`src/rtl/dstream_pkg.sv`:
```
// Shared definitions for dstream link stages: count sizing, parameter checks
// and the per-cycle FIFO operation encoding.
package dstream_pkg;

    // Bit-pattern of {push, pop} in a given cycle.
    typedef enum logic [1:0] {
        OP_IDLE = 2'b00,
        OP_POP  = 2'b01,
        OP_PUSH = 2'b10,
        OP_BOTH = 2'b11
    } fifo_op_e;

    // Occupancy must represent 0..depth inclusive, hence depth+1 codes.
    function automatic int clog2_cnt(input int depth);
        return $clog2(depth + 1);
    endfunction

    function automatic bit is_pow2(input int value);
        return (value >= 2) && ((value & (value - 1)) == 0);
    endfunction

endpackage

```
`src/rtl/dstream.sv`:
```
// dstream link: valid/ready/data handshake. A word transfers on any rising
// clock edge where valid and ready are both high; the sender holds valid and
// data stable until that happens, and ready may not depend on valid.
interface dstream #(
    parameter int N = 30
);
    logic         valid;
    logic         ready;
    logic [N-1:0] data;

    // Consumer side of the link.
    modport in (
        input  valid,
        input  data,
        output ready
    );

    // Producer side of the link.
    modport out (
        output valid,
        output data,
        input  ready
    );

    modport slave (
        input  valid,
        input  data,
        output ready
    );

    modport master (
        output valid,
        output data,
        input  ready
    );

endinterface

```
`src/rtl/dstream_fifo_mem.sv`:
```
// Storage array for dstream_fifo: one synchronous write port and one
// asynchronous read port. Contents are deliberately not reset.
module dstream_fifo_mem #(
    parameter int N     = 30,
    parameter int DEPTH = 8
) (
    input  logic                     clk,
    input  logic                     we,
    input  logic [$clog2(DEPTH)-1:0] waddr,
    input  logic [N-1:0]             wdata,
    input  logic [$clog2(DEPTH)-1:0] raddr,
    output logic [N-1:0]             rdata
);

    logic [N-1:0] mem_q [DEPTH];

    always_ff @(posedge clk) begin
        if (we) begin
            mem_q[waddr] <= wdata;
        end
    end

    // Combinational read gives first-word-fall-through on the output.
    assign rdata = mem_q[raddr];

endmodule

```
`src/rtl/dstream_fifo.sv`:
```
// Elastic first-word-fall-through buffer between two dstream links, with
// occupancy, almost-full status and synchronous flush.
module dstream_fifo
    import dstream_pkg::*;
#(
    parameter int N        = 30,
    parameter int DEPTH    = 8,
    parameter int AF_LEVEL = DEPTH - 2
) (
    input  logic                          clk,
    input  logic                          reset_n,
    dstream.in                            x,
    dstream.out                           y,
    input  logic                          flush,
    output logic [clog2_cnt(DEPTH)-1:0]   count,
    output logic                          almost_full
);

    localparam int AW = $clog2(DEPTH);
    localparam int CW = clog2_cnt(DEPTH);
    localparam logic [CW-1:0] FULL_CNT = CW'(DEPTH);
    localparam logic [CW-1:0] AF_CNT   = CW'(AF_LEVEL);

    if (!is_pow2(DEPTH)) begin : g_depth_chk
        $error("dstream_fifo: DEPTH=%0d must be a power of two >= 2", DEPTH);
    end
    if ((AF_LEVEL < 1) || (AF_LEVEL > DEPTH)) begin : g_af_chk
        $error("dstream_fifo: AF_LEVEL=%0d outside 1..DEPTH", AF_LEVEL);
    end

    logic [AW-1:0] wr_ptr_q, wr_ptr_d;
    logic [AW-1:0] rd_ptr_q, rd_ptr_d;
    logic [CW-1:0] count_q,  count_d;
    logic          almost_full_q;
    logic          full, empty;
    logic          push, pop;
    fifo_op_e      op;
    logic [N-1:0]  rdata;

    // Ready comes only from registered state, so no comb path from y.ready.
    assign full    = (count_q == FULL_CNT);
    assign empty   = (count_q == '0);
    assign x.ready = !full && reset_n;
    assign y.valid = !empty && reset_n;
    assign y.data  = rdata;

    assign push = x.valid && x.ready;
    assign pop  = y.valid && y.ready;
    assign op   = fifo_op_e'({push, pop});

    always_comb begin
        wr_ptr_d = wr_ptr_q;
        rd_ptr_d = rd_ptr_q;
        count_d  = count_q;
        if (flush) begin
            wr_ptr_d = '0;
            rd_ptr_d = '0;
            count_d  = '0;
        end else begin
            unique case (op)
                OP_PUSH: begin
                    wr_ptr_d = wr_ptr_q + AW'(1);
                    count_d  = count_q + CW'(1);
                end
                OP_POP: begin
                    rd_ptr_d = rd_ptr_q + AW'(1);
                    count_d  = count_q - CW'(1);
                end
                OP_BOTH: begin
                    wr_ptr_d = wr_ptr_q + AW'(1);
                    rd_ptr_d = rd_ptr_q + AW'(1);
                end
                default: ;
            endcase
        end
    end

    always_ff @(posedge clk) begin
        if (!reset_n) begin
            wr_ptr_q      <= '0;
            rd_ptr_q      <= '0;
            count_q       <= '0;
            almost_full_q <= 1'b0;
        end else begin
            wr_ptr_q      <= wr_ptr_d;
            rd_ptr_q      <= rd_ptr_d;
            count_q       <= count_d;
            // Looked up from next-state so it tracks count in the same cycle.
            almost_full_q <= (count_d >= AF_CNT);
        end
    end

    assign count       = count_q;
    assign almost_full = almost_full_q;

    // A flushed push must not land in the array either.
    dstream_fifo_mem #(
        .N     (N),
        .DEPTH (DEPTH)
    ) u_mem (
        .clk   (clk),
        .we    (push && !flush),
        .waddr (wr_ptr_q),
        .wdata (x.data),
        .raddr (rd_ptr_q),
        .rdata (rdata)
    );

endmodule

```
`src/flat_wrapper.sv`:
```
// flat-port wrapper written by rule: the top's interface ports become plain ports
module dstream_fifo_flat import dstream_pkg::*;
#(
    parameter int N        = 30,
    parameter int DEPTH    = 8,
    parameter int AF_LEVEL = DEPTH - 2
)
  (clk, reset_n, flush, count, almost_full, x_valid, x_data, x_ready, y_valid, y_data, y_ready);
  dstream #(.N(N)) x_i ();
  dstream #(.N(N)) y_i ();
  input  logic clk;
  input  logic reset_n;
  input  logic flush;
  output logic [clog2_cnt(DEPTH)-1:0] count;
  output logic almost_full;
  input wire logic [$bits(x_i.valid)-1:0] x_valid;
  input wire logic [$bits(x_i.data)-1:0] x_data;
  output wire logic [$bits(x_i.ready)-1:0] x_ready;
  output wire logic [$bits(y_i.valid)-1:0] y_valid;
  output wire logic [$bits(y_i.data)-1:0] y_data;
  input wire logic [$bits(y_i.ready)-1:0] y_ready;
  assign x_i.valid = x_valid;
  assign x_i.data = x_data;
  assign x_ready = x_i.ready;
  assign y_valid = y_i.valid;
  assign y_data = y_i.data;
  assign y_i.ready = y_ready;
  dstream_fifo #(.N(N), .DEPTH(DEPTH), .AF_LEVEL(AF_LEVEL)) u_core (.clk(clk), .reset_n(reset_n), .x(x_i), .y(y_i), .flush(flush), .count(count), .almost_full(almost_full));
endmodule
```
`config.mk`:
```
export PLATFORM = sky130hd
export DESIGN_NAME = dstream_fifo_flat
export DESIGN_NICKNAME = d
export VERILOG_FILES = /design/src/rtl/dstream_pkg.sv /design/src/rtl/dstream.sv /design/src/rtl/dstream_fifo_mem.sv /design/src/rtl/dstream_fifo.sv /design/src/flat_wrapper.sv
export SDC_FILE = /design/constraint.sdc
export NUM_CORES = 1
export LEC_CHECK = 0
export ABC_AREA = 1
export CORE_ASPECT_RATIO = 1.1
export CORE_MARGIN = 4
export CORE_UTILIZATION = 45
export CTS_BUF_LIST = sky130_fd_sc_hd__clkbuf_4 sky130_fd_sc_hd__clkbuf_8 sky130_fd_sc_hd__clkbuf_16
export DETAILED_ROUTE_END_ITERATION = 16
export DONT_BUFFER_PORTS = 1
export PLACE_DENSITY_LB_ADDON = 0.3
export SLEW_MARGIN = 20
export SYNTH_ARGS = -nofsm -noshare
export SYNTH_HDL_FRONTEND = slang
export SYNTH_SLANG_ARGS = --single-unit
export TNS_END_PERCENT = 100
```
`constraint.sdc`:
```
create_clock -name clk -period 4.5 [get_ports clk]
set_input_delay 0.225 -clock clk [delete_from_list [all_inputs] [get_ports clk]]
set_output_delay 0.225 -clock clk [all_outputs]
set_load 0.01 [all_outputs]
```
* Word level (Yosys, flattened, before mapping) *
Memories as Yosys holds them, arrays and structs flattened. A register that Yosys moved wholly into a read port is not among the register bits.
Cells that the tools add are included.

storage, ports and cells
  flip-flop bits (word level) = 11
  memory bits (writable) = 240
  output and inout bits = 37
  memories = 1

memories
  name                depth  bits a word  rd ports  clocked after Yosys merged registers in  wr ports  RTL line                text
  u_core.u_mem.mem_q  8      30           1         1                                        1         dstream_fifo_mem.sv:15  logic [N-1:0] mem_q [DEPTH];

cells by class
  $add $sub $neg = 4
  magnitude comparators = 1
  eq/ne operators = 4
  multiplexer cells = 6
  bitwise logic cells = 1
  reduce and logical (&&, ||, !) cells = 12

operators with widths
  kind                                                                    number
  4-bit case mux with 2 select lines                                      1
  3-bit by 1-bit adder with 3-bit output (second input constant)          2
  3-bit 2-to-1 mux                                                        2
  2-bit OR reduction                                                      3
  1-bit logical AND                                                       5
  4-bit by 1-bit adder with 4-bit output (second input constant)          1
  2-bit equality test (second input constant)                             2
  4-bit equality test (second input constant)                             1
  4-bit by 3-bit >= comparator with 1-bit output (second input constant)  1
  4-bit logical NOT                                                       1
  4-bit 2-to-1 mux                                                        1
  4-bit by 1-bit subtractor with 4-bit output (second input constant)     1
  1-bit logical NOT                                                       3
  2-bit by 1-bit equality test with 1-bit output (second input constant)  1
  1-bit 2-to-1 mux                                                        2
  1-bit NOT                                                               1

* Depth between registers and ports, before layout *
  depth in word-level cells = 8
  depth in mapped cells = 13

* Modules after synthesis *
From an unflattened synthesis, not the netlist that was laid out.

unflattened totals
  cells, all modules = 1,140
  area, all modules = 11,145.7 µm²

by module, submodules not included
  module            times used  cells an instance  area each (µm²)
  dstream_fifo_mem  1           1,055              10,477.5
  dstream_fifo      1           85                 668.1

* Least setup slack after synthesis *
Ideal clock, no wire load.

  kind = register -> register
  start = register u_core.count_q[0] (netlist: u_core.count[0])
  end = memory u_core.u_mem.mem_q[0][0], enable pin
  data arrival time = 2.290 ns
  required time = 4.083 ns
  setup slack = 1.793 ns
  stages on the path, launching flop included = 6
  buffers on the path = 0
  period minus slack after synthesis = 2.707 ns
  cell sequence = dfxtp_1 nor2_2 nand3_1 and3_1 nand2_1 nor2_1

between the ends
  longest elaborated chain between the ends = 7

ends and longest elaborated chain
  item                                    RTL line                text
  start: declaration                      dstream_fifo.sv:33      logic [CW-1:0] count_q, count_d;
  start signal: assignment                dstream_fifo.sv:87      count_q <= count_d;
  4-bit equality test                     dstream_fifo.sv:41      assign full = (count_q == FULL_CNT);
  1-bit logical NOT                       dstream_fifo.sv:43      assign x.ready = !full && reset_n;
  1-bit logical AND                       dstream_fifo.sv:43
  1-bit logical AND                       dstream_fifo.sv:47      assign push = x.valid && x.ready;
  1-bit logical AND                       dstream_fifo.sv:102     .we (push && !flush),
  1-bit 2-to-1 mux                        dstream_fifo_mem.sv:18  if (we) begin
  1-bit 2-to-1 mux (implied by the code)  dstream_fifo_mem.sv:19  mem_q[waddr] <= wdata;
  end: declaration                        dstream_fifo_mem.sv:15

Every way passes these cells.

==> flow_summary.ini <==
[sta]
finalSetupViolations = 0
maxSlewViolCount = 0
tns_ns = 0
hold_viol = 0
max_freq_mhz = 336
worst_clock_skew_ns = 0.0106
slew_headroom_pct = 26.7
period_share_pct = 66.2
rsz0062_at_grt = no
finalWorstSetupSlack_ns = 1.52
tightest_slew_ns = 1.10
final.min_clock_period_ns = 2.98

[worst_setup_path]
cp_slowest_cell = inv_4
worstPathCellList = inv_4 -> buf_4 -> o21ai_0 -> o22ai_1 -> nand2_1 -> nand2_1
worstReg2RegStart = u_core.count[1]
cpMostUsedCell = nand2_1
worst_ep_arrival_time_ns = 2.75
path_buf_inv = 2
crit_fanout = 87
endpoint_kind = output port
startpoint_type = register
crit_family = buffers and inverters
critPathKind = reg -> out
cp.required_ns = 4.28
critical_path.max_stage_delay_ns = 0.71

[yosys]
synth_edf_count = 240
ys_seq_area_share_pct = 74.3
ys_ff_latch = 254
async_flop_share_pct = 0
ys.flop_type = edfxtp_1
ys_warn_count = 0
syn_nets = 830
synthCells = 787
syn_area_per_cell_um2 = 12.8
synthesis.area_um2 = 10100
post_synth_num_cell_types = 27

[global_routing]
grt_usage_pct = 16.5
grt_pass1_wl_mm = 32.4
grt_pass1_vias = 6158
antenna_found_initial = 0
grt_max_degree = 91
grt_remaining_overflow = 0

[pwr]
p_switching_uw = 981
power.density_nw_per_um2 = 425
netSwitchingFraction_pct = 20.2
pwr-share-clk_pct = 42.5
share_seq_of_total_power_pct = 53.7
p_leak_uw = 0.00389
combPwrFrac_pct = 3.8
ir_drop_v = 0.000302
p_int_uw = 3880

[clock_network]
clock-root-buffer = clkbuf_16
htreeDepth = 1
clock_latency_ns = 0.51
cts_buffer_depth = 3
cts-buffers-inserted = 26
cts_tree = yes
cts-resized-gates = 0
clk_pin_slew_worst_paths_ns = 0.06
cts_sinks = 254

[floorplan]
initial_utilization_pct = 45.7
dieHeight_um = 165
core-area_um2 = 22000
dieArea_um2 = 24800
io_pins = 72
die_w_um = 151
rows = 57

[detailed_routing]
vias = 6061
wl_met2_mm = 10.4
avgViaCountPerCell = 5.39
drt-met1-wl_mm = 8.59
first_iter_violations = 396
drtAntennaViolNets = 0
dr_wl_met3_mm = 1.17
drcViolationCount = 0
finalWirelength_mm = 20.5
routed.top_layer = met4
drtPass1Iterations = 5
wl_per_cell_um = 18.3

[placement]
portBuffers = 0
dp_slack_ns = 1.74
hpwl_mm = 10.9
place.gp.congestion = 0.748

[min_path]
hold_class = in -> reg
hp-start = reset_n

[run]
maxCapViolations = 0

[outcome]
outcome = complete, no violations

[layout]
drive_gt1_share_pct = 8.67
final_common_cell = edfxtp_1
final_core_util_pct = 51.9
diodes = 0
areaGrowthSynthToFinish_pct = 13.6
final_cell_mix = edfxtp_1 (240), nor2_1 (118), nand2_1 (108), o21ai_0 (80), o22ai_1 (60)
nNetsFinal = 853
-- state kept, by name, indices dropped and copies added (netlist names), named ones only --
| register | count |
|---|---|
| u_core.wr_ptr_q | 3 |
| u_core.count | 4 |
| u_core.u_mem.mem_q | 240 |
| u_core.rd_ptr_q | 3 |
| u_core.almost_full | 1 |
-- path summary, 6_finish.rpt --
| check | endpoint | slack, ns | depth (start not counted) |
|---|---|---|---|
| setup reg to reg | u_core.count[1] | 1.74 | 9 |
| hold reg to reg | register | 0.54 | 4 |
| hold / removal | u_core.count[3] | 0.05 | 4 |
| setup / recovery | y_data[7] | 1.52 | 6 |
-- repair_timing --
action	CTS	global route
buffers inserted	0	0
hold buffers	35	0
hold endpoints to repair	244	0
-- logic make-up after synthesis --
group | synth area share (%)
buffers and inverters | 3.68
XOR/XNOR | 0.174
AO/OA/AOI/OAI | 10.4
flip-flops | 74.3
AND/OR/NAND/NOR | 10.3
adder cells (fa/ha/maj) | 1.07
-- synth_stat cells (2+ instances only) --
library cell / n / area (um^2)
inv_2: 7 / 26.3
buf_1: 2 / 7.51
a21oi_1: 7 / 35.0
o22ai_1: 60 / 375
buf_6: 10 / 113
nor2_2: 11 / 68.8
o21ai_0: 80 / 400
clkbuf_1: 20 / 75.1
nand3_1: 13 / 65.1
nand2_1: 108 / 405
nand4_1: 2 / 12.5
buf_12: 2 / 40.0
edfxtp_1: 240 / 7210
buf_2: 10 / 50.1
inv_1: 14 / 52.6
nor2_1: 126 / 473
ha_1: 7 / 87.6
a31oi_1: 2 / 12.5
dfxtp_1: 14 / 280
o21ai_1: 45 / 225
-- routing by layer --
metal	GRT usage, %	vias up
li1	-	2903
met4	4.86	0
met3	3.02	30
met2	29.0	149
met1	21.0	2979
met5	0	-
-- per-stage QoR --
stage / hold slack (ns) / cell area, um^2 / cells / total power [uW]
finish: 0.0461 / 11400 / 1125 / 4860
global route: 0.0479 / 11400 / 1125 / 5020
CTS: 0.0105 / 11400 / 1125 / 4900
detailed placement: 0.307 / 10300 / 1042 / 2800
global placement: 0.312 / 10300 / 1042 / 2800
floorplan: 0.303 / 10100 / 787 / 2770
-- tightest hold or removal path, cell delays in order --
cell	delay [ns]
nand2_1	0.11
a21oi_1	0.05
nand2_1	0.08
inv_1	0.04
-- power groups by stage --
stage          Combinational (uW)  Clock [uW]  Sequential, uW
2_1_floorplan                 109           0            2660
5_1_grt                       208        2200            2610
3_3_place_gp                  135           0            2660
3_5_place_dp                  136           0            2660
4_1_cts                       188        2100            2610
6_report                      185        2060            2610
-- area by class of cell --
class / count / area [um^2]
clock buffers: 30 / 698
clock inverters: 18 / 138
fillers: 1846 / 10600
inverters: 22 / 86.3
flip-flops and latches: 254 / 7490
repair buffers: 39 / 380
multi-input cells: 467 / 2280
well taps: 295 / 369
(Power assumes the default switching activity.)
